`config.mk`:
```
export PLATFORM = sky130hd
export DESIGN_NAME = i3c_mode_scheduler
export DESIGN_NICKNAME = d
export VERILOG_FILES = /design/src/rtl/i3c_mode_scheduler_pkg.sv /design/src/rtl/i3c_mode_scheduler_watchdog.sv /design/src/rtl/i3c_mode_scheduler.sv
export SDC_FILE = /design/constraint.sdc
export NUM_CORES = 1
export LEC_CHECK = 0
export CORE_UTILIZATION = 56
export DETAILED_ROUTE_END_ITERATION = 7
export PLACE_DENSITY = 0.85
export SLEW_MARGIN = 20
export SYNTH_ARGS = -nofsm -noshare
export SYNTH_HDL_FRONTEND = slang
export SYNTH_SLANG_ARGS = --single-unit
```
`constraint.sdc`:
```
create_clock -name i_sdr_clk -period 4.8 [get_ports i_sdr_clk]
set_input_delay 1.2 -clock i_sdr_clk [delete_from_list [all_inputs] [get_ports i_sdr_clk]]
set_output_delay 1.2 -clock i_sdr_clk [all_outputs]
set_load 0.01 [all_outputs]
```
`src/rtl/i3c_mode_scheduler_pkg.sv`:
```
// Shared state encoding, HDR constants and register-file special addresses
// for the I3C SDR/HDR-DDR mode scheduler.
package i3c_mode_scheduler_pkg;

   typedef enum logic [3:0] {
      ST_IDLE,
      ST_SDR_XFER,
      ST_ENTHDR,
      ST_HDR_DISPATCH,
      ST_CCC,
      ST_DDR,
      ST_HDR_RESTART,
      ST_HDR_EXIT,
      ST_DONE
   } state_t;

   localparam logic [2:0] HDR_DDR_MODE = 3'd6;
   localparam logic [7:0] ENTHDR_ADDR  = 8'h2E;
   localparam logic [7:0] CCC_ADDR     = 8'h30;
   localparam logic [7:0] DDR_ADDR     = 8'h31;
   localparam int         WD_WIDTH     = 10;

   function automatic logic [7:0] phase_addr(input state_t s);
      case (s)
         ST_ENTHDR: phase_addr = ENTHDR_ADDR;
         ST_CCC:    phase_addr = CCC_ADDR;
         ST_DDR:    phase_addr = DDR_ADDR;
         default:   phase_addr = 8'h00;
      endcase
   endfunction

endpackage

```
`src/rtl/i3c_mode_scheduler_watchdog.sv`:
```
// Per-phase watchdog: counts enabled cycles, cleared on every phase change,
// and flags expiry one count short of the limit.
module phase_watchdog #(
   parameter int WIDTH = 10
) (
   input  logic             i_clk,
   input  logic             i_rst_n,
   input  logic             i_clear,
   input  logic             i_enable,
   input  logic [WIDTH-1:0] i_limit,
   output logic             o_expired
);

   logic [WIDTH-1:0] r_count;

   always_ff @(posedge i_clk or negedge i_rst_n) begin
      if (!i_rst_n) begin
         r_count <= '0;
      end else if (i_clear) begin
         r_count <= '0;
      end else if (i_enable) begin
         r_count <= r_count + WIDTH'(1);
      end
   end

   // The count is stale from the previous phase until the clear lands.
   assign o_expired = !i_clear && (r_count == (i_limit - WIDTH'(1)));

endmodule

```
`src/rtl/i3c_mode_scheduler.sv`:
```
// I3C controller mode scheduler: arbitrates SDR/HDR requests and sequences
// the ENTHDR, CCC/DDR, restart and exit engines with a per-phase watchdog.
module i3c_mode_scheduler
   import i3c_mode_scheduler_pkg::*;
#(
   parameter int TIMEOUT_CYCLES = 1023
) (
   input  logic       i_sdr_clk,
   input  logic       i_sdr_rst_n,
   input  logic       i_controller_en,
   input  logic       i_sdr_req,
   input  logic       i_hdr_req,
   input  logic       i_toc_interface,
   input  logic       i_cp_interface,
   input  logic [2:0] i_MODE_interface,
   input  logic       i_sdr_done,
   input  logic       i_enthdr_done,
   input  logic       i_ccc_done,
   input  logic       i_ddr_mode_done,
   input  logic       i_restart_done,
   input  logic       i_exit_done,
   output logic       o_sdr_enable,
   output logic       o_enthdr_enable,
   output logic       o_ccc_enable,
   output logic       o_ddrmode_enable,
   output logic       o_restart_enable,
   output logic       o_exit_enable,
   output logic [7:0] o_regf_address_special,
   output logic       o_busy,
   output logic       o_ctrl_done,
   output logic       o_error
);

   localparam logic [WD_WIDTH-1:0] LP_LIMIT = WD_WIDTH'(TIMEOUT_CYCLES);

   state_t r_state;
   state_t r_prev_state;
   state_t w_next;
   logic   r_hdr_prio;
   logic   r_err;
   logic   r_abort;
   logic   w_set_err;
   logic   w_set_abort;
   logic   w_expired;
   logic   w_any_enable;
   logic   w_state_change;
   logic   w_hdr_phase_done;

   assign w_any_enable = o_sdr_enable | o_enthdr_enable | o_ccc_enable |
                         o_ddrmode_enable | o_restart_enable | o_exit_enable;
   assign w_state_change   = (r_state != r_prev_state);
   assign w_hdr_phase_done = (r_state == ST_CCC) ? i_ccc_done : i_ddr_mode_done;

   phase_watchdog #(
      .WIDTH(WD_WIDTH)
   ) u_watchdog (
      .i_clk     (i_sdr_clk),
      .i_rst_n   (i_sdr_rst_n),
      .i_clear   (w_state_change),
      .i_enable  (w_any_enable),
      .i_limit   (LP_LIMIT),
      .o_expired (w_expired)
   );

   // Done inputs are checked before the watchdog so a completion always wins.
   always_comb begin
      w_next      = r_state;
      w_set_err   = 1'b0;
      w_set_abort = 1'b0;
      case (r_state)
         ST_IDLE: begin
            if (i_controller_en && (i_sdr_req || i_hdr_req)) begin
               if (i_sdr_req && (!i_hdr_req || !r_hdr_prio)) begin
                  w_next = ST_SDR_XFER;
               end else if (i_MODE_interface == HDR_DDR_MODE) begin
                  w_next = ST_ENTHDR;
               end else begin
                  w_next    = ST_DONE;
                  w_set_err = 1'b1;
               end
            end
         end
         ST_SDR_XFER: begin
            if (i_sdr_done) begin
               w_next = ST_DONE;
            end else if (w_expired) begin
               w_next    = ST_DONE;
               w_set_err = 1'b1;
            end
         end
         ST_ENTHDR: begin
            if (i_enthdr_done) begin
               w_next = ST_HDR_DISPATCH;
            end else if (w_expired) begin
               w_next    = ST_DONE;
               w_set_err = 1'b1;
            end
         end
         ST_HDR_DISPATCH: begin
            if (!i_controller_en) begin
               w_next    = ST_HDR_EXIT;
               w_set_err = 1'b1;
            end else if (i_cp_interface) begin
               w_next = ST_CCC;
            end else begin
               w_next = ST_DDR;
            end
         end
         ST_CCC, ST_DDR: begin
            w_set_abort = !i_controller_en;
            if (w_hdr_phase_done) begin
               if (!i_controller_en || r_abort) begin
                  w_next    = ST_HDR_EXIT;
                  w_set_err = 1'b1;
               end else if (i_toc_interface) begin
                  w_next = ST_HDR_EXIT;
               end else begin
                  w_next = ST_HDR_RESTART;
               end
            end else if (w_expired) begin
               w_next    = ST_HDR_EXIT;
               w_set_err = 1'b1;
            end
         end
         ST_HDR_RESTART: begin
            if (i_restart_done) begin
               w_next = ST_HDR_DISPATCH;
            end else if (w_expired) begin
               w_next    = ST_HDR_EXIT;
               w_set_err = 1'b1;
            end
         end
         ST_HDR_EXIT: begin
            if (i_exit_done) begin
               w_next = ST_DONE;
            end else if (w_expired) begin
               w_next    = ST_DONE;
               w_set_err = 1'b1;
            end
         end
         ST_DONE: w_next = ST_IDLE;
         default: w_next = ST_IDLE;
      endcase
   end

   // Enables are high only while the phase persists, so they lag entry by one
   // cycle and drop on the cycle the next phase is entered.
   always_ff @(posedge i_sdr_clk or negedge i_sdr_rst_n) begin
      if (!i_sdr_rst_n) begin
         r_state                <= ST_IDLE;
         r_prev_state           <= ST_IDLE;
         r_hdr_prio             <= 1'b0;
         r_err                  <= 1'b0;
         r_abort                <= 1'b0;
         o_sdr_enable           <= 1'b0;
         o_enthdr_enable        <= 1'b0;
         o_ccc_enable           <= 1'b0;
         o_ddrmode_enable       <= 1'b0;
         o_restart_enable       <= 1'b0;
         o_exit_enable          <= 1'b0;
         o_regf_address_special <= 8'h00;
         o_busy                 <= 1'b0;
         o_ctrl_done            <= 1'b0;
         o_error                <= 1'b0;
      end else begin
         r_state      <= w_next;
         r_prev_state <= r_state;
         if (r_state == ST_IDLE) begin
            r_err   <= w_set_err;
            r_abort <= 1'b0;
         end else begin
            if (w_set_err)   r_err   <= 1'b1;
            if (w_set_abort) r_abort <= 1'b1;
         end
         if (r_state == ST_DONE) begin
            r_hdr_prio <= ~r_hdr_prio;
         end
         o_sdr_enable           <= (r_state == ST_SDR_XFER)    && (w_next == ST_SDR_XFER);
         o_enthdr_enable        <= (r_state == ST_ENTHDR)      && (w_next == ST_ENTHDR);
         o_ccc_enable           <= (r_state == ST_CCC)         && (w_next == ST_CCC);
         o_ddrmode_enable       <= (r_state == ST_DDR)         && (w_next == ST_DDR);
         o_restart_enable       <= (r_state == ST_HDR_RESTART) && (w_next == ST_HDR_RESTART);
         o_exit_enable          <= (r_state == ST_HDR_EXIT)    && (w_next == ST_HDR_EXIT);
         o_regf_address_special <= phase_addr(w_next);
         o_busy                 <= (w_next != ST_IDLE);
         o_ctrl_done            <= (r_state == ST_DONE);
         o_error                <= (r_state == ST_DONE) && r_err;
      end
   end

endmodule

```
==> results <==
- Synthesis handed over a netlist of 191 instances.
- After detailed routing, the total wire length is 3820 um.
- The initial utilization of the core area, before any placement, comes to 59.1%.
- TritonCTS built the clock tree.
- Buffers placed on the I/O ports in this run total 30.
- On the critical path the largest part of the delay comes from simple AND/OR/NAND/NOR gates.
- Using the TritonRoute via totals, the vias-per-cell ratio works out to 5.77.
- The floorplan step defined a core boundary enclosing 3050 um2.
- The critical path capture point type is a flip-flop.
- The total global routing overflow is 0.
- The maximum fanout encountered on the critical timing path is 23.
- The detail route stage leaves a number of antenna-violating nets equal to 0.
- The number of placement rows is 20.
- In this run, CTS created clock tree buffers numbering 5.
- The share of flip-flops with an asynchronous set or reset is 100%.
- The tool flagged a number of max-cap violations equal to 0.
- The worst setup path is launched from a flip-flop.
- In this run switching power makes up 41.4% of total power.
- The clock passes through at most 2 buffers.
- The number of distinct library cells after synthesis is 47.
- The number of gates resized after CTS was 0.
- The run finished with clean final reports.
- After clock tree synthesis, the flow added hold-fix buffers numbering 0.
- The number of warnings reported in the yosys synthesis log is 0.
- The share of the synthesized area in the top cell type is 47.1%.
- The register bit count reported by yosys is 34.
- Averaged over all synthesized cells, the footprint is 9.45 um2.
- For the worst setup path, the data arrival time is 3.37 ns.
- Setup total negative slack on the finished layout was measured at 0 ns.
- The clock tree skew after final layout is 0.0107 ns.
- OpenSTA, run right after detailed placement, puts the worst setup slack at 1.30 ns.
- Setup repair after global routing left no endpoint under its margin.
- Data on the critical path is required at its endpoint by 5.02 ns.
- The switching component of the power is 471 uW.
- In the layout the commonest cells are sky130_fd_sc_hd__dfrtp_1, sky130_fd_sc_hd__clkdlybuf4s50_1, sky130_fd_sc_hd__nor2_1, sky130_fd_sc_hd__inv_1, sky130_fd_sc_hd__o21ai_0.
- The filler cell count in the final layout is 251.
- The critical path goes through xnor2_1 -> nand4_1 -> nor3_1 -> o22a_1 -> inv_1 -> or4_1.
- The fmax is 318 MHz.
- The number of nets in the finished design is 235.
- The die span in x is 58.8 um.
- Summing all non-filler instances in the final layout gives an area of 2170 um2.
- The category of the critical setup timing path is flip-flop to flip-flop.
- The number of setup violations in the final report is 0.
- The cell with the largest stage delay on the worst path is sky130_fd_sc_hd__dfrtp_1.
- For this run, design rule violations remaining after detail routing come to 0.
- The post-DP HPWL is 2750 um.
- The first routing iteration left 81 violations.
- The minimum period implied by the final worst setup slack is 3.14 ns.
- The post-route worst hold slack is 0.486 ns.
- Across the VDD grid, the largest voltage drop is 0.447 mV.
- In the post-synthesis netlist, the biggest area contributors are sky130_fd_sc_hd__dfrtp_1, sky130_fd_sc_hd__nor2_1, sky130_fd_sc_hd__xnor2_1, sky130_fd_sc_hd__o21ai_0, sky130_fd_sc_hd__a21oi_1.
- The clock reaches the later pin of the worst-skew pair after 0.34 ns.
- The overall routing resource usage is 25.9%.
- The post-CTS clock slew at the launch and capture registers of the worst setup and hold paths is 0.11 ns.
- The die covers 3460 um2.
- Relative to the synthesized area, the layout overhead comes to 20.0%.
- The total power of the final layout is 1140 uW.
- At the pin with the least slew margin, the transition time is 0.707 ns.
- The total count of hold-check failures in the final report is 0.
- The post-route clock period utilization is 65.5%.
- The sequential group share of total power is 41.9%.
- In this design, the stage delay of the slowest critical-path cell is 0.82 ns.
- The cell area after synthesis is 1810 um2.
- The number of setup buffers added after CTS is 0.
- For this run, the register share of the synthesized area comes to 47.1%.
- The final routed wire length divided by cell count is 14.6 um.
- In this run the tightest slew margin relative to its limit is 52.9%.
- The path class of the lowest-slack min-delay path is flip-flop to flip-flop.
- The placed cell area is 2100 um2.
- The antenna diode count is 0.
- The wire length of the first global-routing pass is 6640 um.
- The floorplan die height is 58.8 um.
- The final weighted congestion in routability-driven placement is 0.910.
- In the post-route analysis, the smallest setup slack over all paths is 1.66 ns.
- Entering global routing, the biggest net connects 35 pins.
- The number of buffer and inverter stages on the critical path is 1.
- The routed layout has 1511 vias.
- In this run, the clock network consumes 14.8% of the power.
- The share of total power dissipated in combinational logic is 43.3%.
- The share of post-route cells with drive strength above 1 is 8.72%.
- The internal portion of the total power is 666 uW.
- The total number of clock tree sinks is 34.
- The number of antenna violations at the first check in global routing is 0.
- The number of placed I/O pins is 33.
- The number of H-tree levels is 2.
- For this design the static power due to leakage is 0.000894 uW.
- The synthesized design contains 0 enable-type register cells.
- The clock root buffer is sky130_fd_sc_hd__clkbuf_4.
- The cell area power density is 525 nW/um2.
- The number of pins with negative max-slew slack in the final report came to 0.
- The total iterations of the first detailed-routing run is 4.
- The via count of the first global-routing pass was 1498.
- The cell type with the largest total area after synthesis is sky130_fd_sc_hd__dfrtp_1.
- The most frequently used flop master after synthesis is sky130_fd_sc_hd__dfrtp_1.
- The library cell used most frequently in the layout, excluding fill and tap cells, is sky130_fd_sc_hd__dfrtp_1.
==> area by class of cell <==
type | count | area (um2) | share of cell area (%)
sequential | 34 | 851 | 39.3
clock inverter | 2 | 12.5 | 0.577
multi-input combinational | 132 | 841 | 38.8
timing repair buffer | 31 | 308 | 14.2
clock buffer | 6 | 51.3 | 2.37
inverter | 13 | 48.8 | 2.25
tap | 44 | 55.1 | 2.54
==> stage by stage <==
step           utilization (%)  instances
2_1_floorplan                -        192
3_3_place_gp              68.9        254
3_5_place_dp              68.9        254
4_1_cts                   71.0        262
5_1_grt                   71.0        262
6_report                  71.0        262
==> cells in the mapped netlist, types with 4 or more instances <==
| master | number |
|---|---|
| sky130_fd_sc_hd__buf_4 | 4 |
| sky130_fd_sc_hd__nand2b_1 | 4 |
| sky130_fd_sc_hd__nand2_1 | 6 |
| sky130_fd_sc_hd__nor3b_1 | 4 |
| sky130_fd_sc_hd__dfrtp_1 | 34 |
| sky130_fd_sc_hd__nor2_1 | 22 |
| sky130_fd_sc_hd__inv_1 | 12 |
| sky130_fd_sc_hd__or3_1 | 4 |
| sky130_fd_sc_hd__nor3_1 | 6 |
| sky130_fd_sc_hd__nand4_1 | 4 |
| sky130_fd_sc_hd__nor4_1 | 7 |
| sky130_fd_sc_hd__a21oi_1 | 9 |
| sky130_fd_sc_hd__xnor2_1 | 8 |
| sky130_fd_sc_hd__o21ai_0 | 11 |
| sky130_fd_sc_hd__buf_2 | 4 |
==> worst register-to-register path: stages, from the launching register on <==
cell                      delay, ns
sky130_fd_sc_hd__dfrtp_1       0.82
sky130_fd_sc_hd__xnor2_1       0.20
sky130_fd_sc_hd__nand4_1       0.57
sky130_fd_sc_hd__nor3_1        0.57
sky130_fd_sc_hd__o22a_1        0.28
sky130_fd_sc_hd__inv_1         0.08
sky130_fd_sc_hd__or4_1         0.51
==> final timing paths <==
path	startpoint	endpoint	slack, ns	depth (start not counted)
worst max-delay path	r_state[2]$_DFF_PN0_	o_busy$_DFF_PN0_	1.66	6
worst min-delay path	r_hdr_prio$_DFFE_PN0P_	r_hdr_prio$_DFFE_PN0P_	0.49	1
worst max register to register	r_state[2]$_DFF_PN0_	o_busy$_DFF_PN0_	1.66	6
worst min register to register	r_hdr_prio$_DFFE_PN0P_	r_hdr_prio$_DFFE_PN0P_	0.49	1
max in group asynchronous	i_sdr_rst_n	o_enthdr_enable$_DFF_PN0_	3.24	2
min in group asynchronous	i_sdr_rst_n	o_error$_DFF_PN0_	1.26	2
==> registers in the layout (all words and copies together), names as in the netlist, 4 cells and up <==
register / flops
o_regf_address_special: 4
u_watchdog.r_count: 10
r_state: 4
r_prev_state: 4
==> power by group through the flow <==
stage	Combinational (uW)	Clock [uW]	Sequential, uW
detailed placement	490	0	483
floorplan	392	0	424
global placement	473	0	474
CTS	492	172	475
finish	493	168	477
global route	547	187	494
==> cells by family after synthesis <==
logic type	share of synthesized area [%]
compound gates	11.6
xor+xnor	5.34
fa+ha+maj	1.39
buf+inv	6.51
flops	47.1
mux	1.11
other cells	0.208
simple gates	26.7
==> layer usage <==
layer | up-vias | routed length (um) | GRT usage (%)
met5 | - | 0 | 0
met3 | 10 | 252 | 7.03
met1 | 713 | 1560 | 33.4
li1 | 718 | - | -
met4 | 0 | 71 | 12.9
met2 | 70 | 1940 | 40.3
No activity file was read; power rests on OpenSTA's default activity.
==> RTL edit 1, RTL diff (same settings) <==
Take the reset off `o_regf_address_special` and load it in a clocked block of its own.
--- a/src/rtl/i3c_mode_scheduler.sv
+++ b/src/rtl/i3c_mode_scheduler.sv
@@ -158,7 +158,6 @@
          o_ddrmode_enable       <= 1'b0;
          o_restart_enable       <= 1'b0;
          o_exit_enable          <= 1'b0;
-         o_regf_address_special <= 8'h00;
          o_busy                 <= 1'b0;
          o_ctrl_done            <= 1'b0;
          o_error                <= 1'b0;
@@ -181,12 +180,15 @@
          o_ddrmode_enable       <= (r_state == ST_DDR)         && (w_next == ST_DDR);
          o_restart_enable       <= (r_state == ST_HDR_RESTART) && (w_next == ST_HDR_RESTART);
          o_exit_enable          <= (r_state == ST_HDR_EXIT)    && (w_next == ST_HDR_EXIT);
-         o_regf_address_special <= phase_addr(w_next);
          o_busy                 <= (w_next != ST_IDLE);
          o_ctrl_done            <= (r_state == ST_DONE);
          o_error                <= (r_state == ST_DONE) && r_err;
       end
    end
 
+   always_ff @(posedge i_sdr_clk) begin
+      o_regf_address_special <= phase_addr(w_next);
+   end
+
 endmodule
 
Formal check against the unedited RTL: not equivalent (a bounded check fails within 4 cycles, from zero or initial values and one cycle with i_sdr_rst_n low).
==> RTL edit 1 against the unedited design <==
- final area is 1.1% lower
- critical endpoint unchanged
- routed wire length is 2.6% higher
- power is 0.34% higher
- area after synthesis is 1.1% lower
- sequential cell count stayed put
- via count is 0.13% higher
- worst setup slack worse by 0.071 ns
- count of clock-buffer cells in the layout is 1 higher
==> RTL edit 1: results (changes against the unedited design) <==
Outcome
  • Outcome: finished, final reports clean (unchanged)

Layout
  • Area Overhead vs Synth: 20.04% (was 20.03%)
  • Signal buf overhead: 0.1436 (was 0.1420)
  • FILL cells: 234 (was 251)
  • Fraction of area in registers: 0.3876 (was 0.3926)
  • Fraction of area in clock buffers and inverters: 0.02802 (was 0.02945)
  • Area taken by flip-flops and latches: 830.8 um2 (was 850.8 um2)
  • Total of clock buffers placed in the layout: 7 (was 6)

GRT
  • Pin count of the biggest net entering global routing: 31 (was 35)
  • Total routing resource utilization after global routing: 0.2573 (was 0.2593)

Placed design
  • Cell Area, Placed: 2083 um2 (was 2103 um2)
  • Final weighted congestion in routability-driven placement: 0.9448 (was 0.9102)
  • Post-DP HPWL: 2.737 mm (was 2.753 mm)
  • Post-Place Setup Slack: 1.284 ns (was 1.301 ns)

Synth
  • Share of the yosys chip area belonging to registers: 0.4653 (was 0.4712)
  • Leading cell types by count after synthesis: dfrtp_1 (30), nor2_1 (22), inv_1 (12) (was dfrtp_1 (34), nor2_1 (22), inv_1 (12))
  • Area fraction in compound gates after synthesis: 0.1170 (was 0.1157)
  • Mux cell area share after synthesis: 0.01121 (was 0.01109)
  • Post-Synth Adder-Cell Area: 0.01402 (was 0.01386)
  • Distinct cell type count of the synthesized netlist: 48 (was 47)
  • Post-Synth XOR/XNOR Area: 0.05396 (was 0.05336)

Timing
  • Fin Clk Skew: 0.009625 ns (was 0.01073 ns)

Route
  • Final Routed Wirelength: 3.919 mm (was 3.819 mm)
  • Overall via count from detail_route: 1,513 (was 1,511)
  • Iteration-0 DRC Markers: 83 (was 81)

Pwr
  • Leakage: 0.8737 nW (was 0.8938 nW)

Critical path
  • Largest driver fanout on the critical path: 7 (was 23)
## RTL edit 1: worst max-delay path, cell delays in order
cell             delay [ns]
clkdlybuf4s50_1        0.57
and3_1                 0.19
o32ai_1                0.10
a311o_1                0.42
nor4_4                 0.36
inv_2                  0.06
or4_1                  0.51
## RTL edit 1: final timing paths
path	startpoint	endpoint	slack, ns
max	i_controller_en	o_busy	1.59
min	r_hdr_prio	r_hdr_prio	0.52
max reg2reg	r_state[2]	o_busy	1.69
min reg2reg	r_hdr_prio	r_hdr_prio	0.52
max in group asynchronous	i_sdr_rst_n	o_ddrmode_enable	3.28
min in group asynchronous	i_sdr_rst_n	u_watchdog.r_count[8]	1.24
## RTL edit 1: routing by layer
layer | routed length [um] | GRT usage | up-vias
li1 | - | - | 722
met3 | 249 | 0.06593 | 11
met2 | 1965 | 0.4384 | 71
met5 | 0 | 0 | -
met1 | 1623 | 0.3131 | 709
met4 | 81 | 0.1020 | 0
==> RTL edit 2, RTL diff (same flow settings) <==
Without the edit above. The package constant `WD_WIDTH` goes from 10 to 5.
--- a/src/rtl/i3c_mode_scheduler_pkg.sv
+++ b/src/rtl/i3c_mode_scheduler_pkg.sv
@@ -18,7 +18,7 @@
    localparam logic [7:0] ENTHDR_ADDR  = 8'h2E;
    localparam logic [7:0] CCC_ADDR     = 8'h30;
    localparam logic [7:0] DDR_ADDR     = 8'h31;
-   localparam int         WD_WIDTH     = 10;
+   localparam int         WD_WIDTH     = 5;
 
    function automatic logic [7:0] phase_addr(input state_t s);
       case (s)
Function: no difference found for any inputs over 10 cycles, from zero or initial values and one cycle with i_sdr_rst_n low; that may be too few to reach the edited logic, so the function may still have changed.
==> RTL edit 2 against the unedited design <==
- power is 6.7% higher
- combinational power is 24% higher
- final cell count is 18% lower
- worst setup slack better by 0.33 ns
- non-clock buffer count stayed put
- final area is 9.2% lower
- area after synthesis is 10% lower
- routed wire length is 8.4% lower
- count of clock-buffer cells in the layout is 1 higher
- sequential share of layout area is 2.4 points lower
- sequential cell count is 5 lower
- die area is 9.9% lower
==> RTL edit 2: results (changes against the unedited design) <==
Outcome
  • Outcome: finished, final reports clean (unchanged)

Placed design
  • Final weighted congestion in routability-driven placement: 0.9172 (was 0.9102)
  • Post-DP HPWL: 2.652 mm (was 2.753 mm)
  • Cell Area, Placed: 1897 um2 (was 2103 um2)

GRT
  • Wire length of the first global-routing pass: 5.713 mm (was 6.644 mm)
  • Number of global-route vias before repair: 1,192 (was 1,498)
  • Total routing resource utilization after global routing: 0.2431 (was 0.2593)

Pwr
  • Leakage: 0.8075 nW (was 0.8938 nW)
  • VDD IR max: 414.8 uV (was 446.8 uV)

Layout
  • Flip-flop count of the largest register, all copies and words added: 5 (was 10)
  • Total number of nets in the final design: 201 (was 235)
  • Proportion of layout cells with a drive suffix above 1: 0.1359 (was 0.08716)
  • FILL cells: 218 (was 251)

Route
  • Iteration-0 DRC Markers: 65 (was 81)
  • Final Routed Wirelength: 3.499 mm (was 3.819 mm)

Critical path
  • Crit path max-delay family: compound AO/OA/AOI/OAI gates (was simple AND/OR/NAND/NOR gates)
  • Largest driver fanout on the critical path: 7 (was 23)
  • CP peak stage delay: 0.59 ns (was 0.82 ns)
  • Worst setup slack for register-to-register paths: 2.33 ns (was 1.66 ns)
  • Reg2reg path depth: 5 (was 6)
  • Endpoint of the lowest-slack register-to-register path: o_restart_enable (was o_busy)

Synth
  • Distinct cell type count of the synthesized netlist: 56 (was 47)
  • Leading post-synthesis cells by cell area: dfrtp_1 (45%), nor2_1 (3.2%), nand2_1 (3.0%) (was dfrtp_1 (47%), nor2_1 (4.6%), xnor2_1 (3.9%))
  • Share of the yosys chip area belonging to registers: 0.4475 (was 0.4712)
  • Leading cell types by count after synthesis: dfrtp_1 (29), nor2_1 (14), nand2_1 (13) (was dfrtp_1 (34), nor2_1 (22), inv_1 (12))

Timing
  • Period utilization: 0.5871 (was 0.6549)
  • Transition at the pin with the smallest max-transition slack: 0.7001 ns (was 0.7069 ns)

Min path
  • End of the worst hold path: o_error (was r_hdr_prio)
[RTL edit 2: changes by cell type after synthesis, moves of 5 or more]
cell     change
dfrtp_1      -5
inv_1        -7
nand2_1      +7
nand3_1      +5
nor2_1       -8
nor4_1       -5
o21ai_0      -8
[RTL edit 2: worst max-delay path by stage]
stage                         start  endpoint  cells after the start
finish              i_controller_en    o_busy                      7
global route        i_controller_en    o_busy                      7
CTS                 i_controller_en    o_busy                      7
detailed placement  i_controller_en    o_busy                      7
global placement      i_enthdr_done    o_busy                      7
floorplan             i_enthdr_done    o_busy                      6
[RTL edit 2: cells by family after synthesis]
family	count (synthesis)	synth area share
buffers and inverters	15	0.05787
multiplexers	3	0.02237
AND/OR/NAND/NOR	67	0.2392
flip-flops	29	0.4475
AO/OA/AOI/OAI	28	0.1505
other	1	0.002313
XOR/XNOR	9	0.06482
adder cells (fa/ha/maj)	2	0.01543
[RTL edit 2: final cells by class]
class                      instances  share of cell area
multi-input combinational        111              0.4097
inverter                           5            0.009542
clock inverter                     1            0.002545
tap                               31             0.01972
sequential                        29              0.3690
timing repair buffer              31              0.1565
clock buffer                       7             0.03308
[RTL edit 2: worst register-to-register path: stages, from the launching register on]
cell	delay [ns]
dfrtp_1	0.79
nor4b_1	0.33
mux2_2	0.43
o311ai_1	0.39
nand3_2	0.17
nor4_2	0.24
[RTL edit 2: metal layers]
metal | vias to the layer above | part of all wire | track usage
met1 | 623 | 0.41 | 0.3120
met3 | 14 | 0.064 | 0.06279
met4 | 0 | 0.029 | 0.08711
li1 | 598 | - | -
met5 | - | 0 | 0
met2 | 55 | 0.50 | 0.4010
[RTL edit 2: report_power, final]
group / leakage (nW) / total [W] / switching (W) / internal, W
clock network: 0.0413 / 0.000162 / 0.0000771 / 0.0000848
registers: 0.381 / 0.000442 / 0.000119 / 0.000323
logic: 0.385 / 0.000610 / 0.000322 / 0.000288
[RTL edit 2: stage by stage]
| stage | std cells | hold WS (ns) | utilization |
|---|---|---|---|
| after CTS | 215 | 0.5099 | 0.7132 |
| after global placement | 207 | 0.4685 | 0.6878 |
| after global routing | 215 | 0.5446 | 0.7132 |
| final | 215 | 0.5015 | 0.7132 |
| after detailed placement | 207 | 0.4886 | 0.6878 |
| after floorplan | 155 | 0.3745 | - |
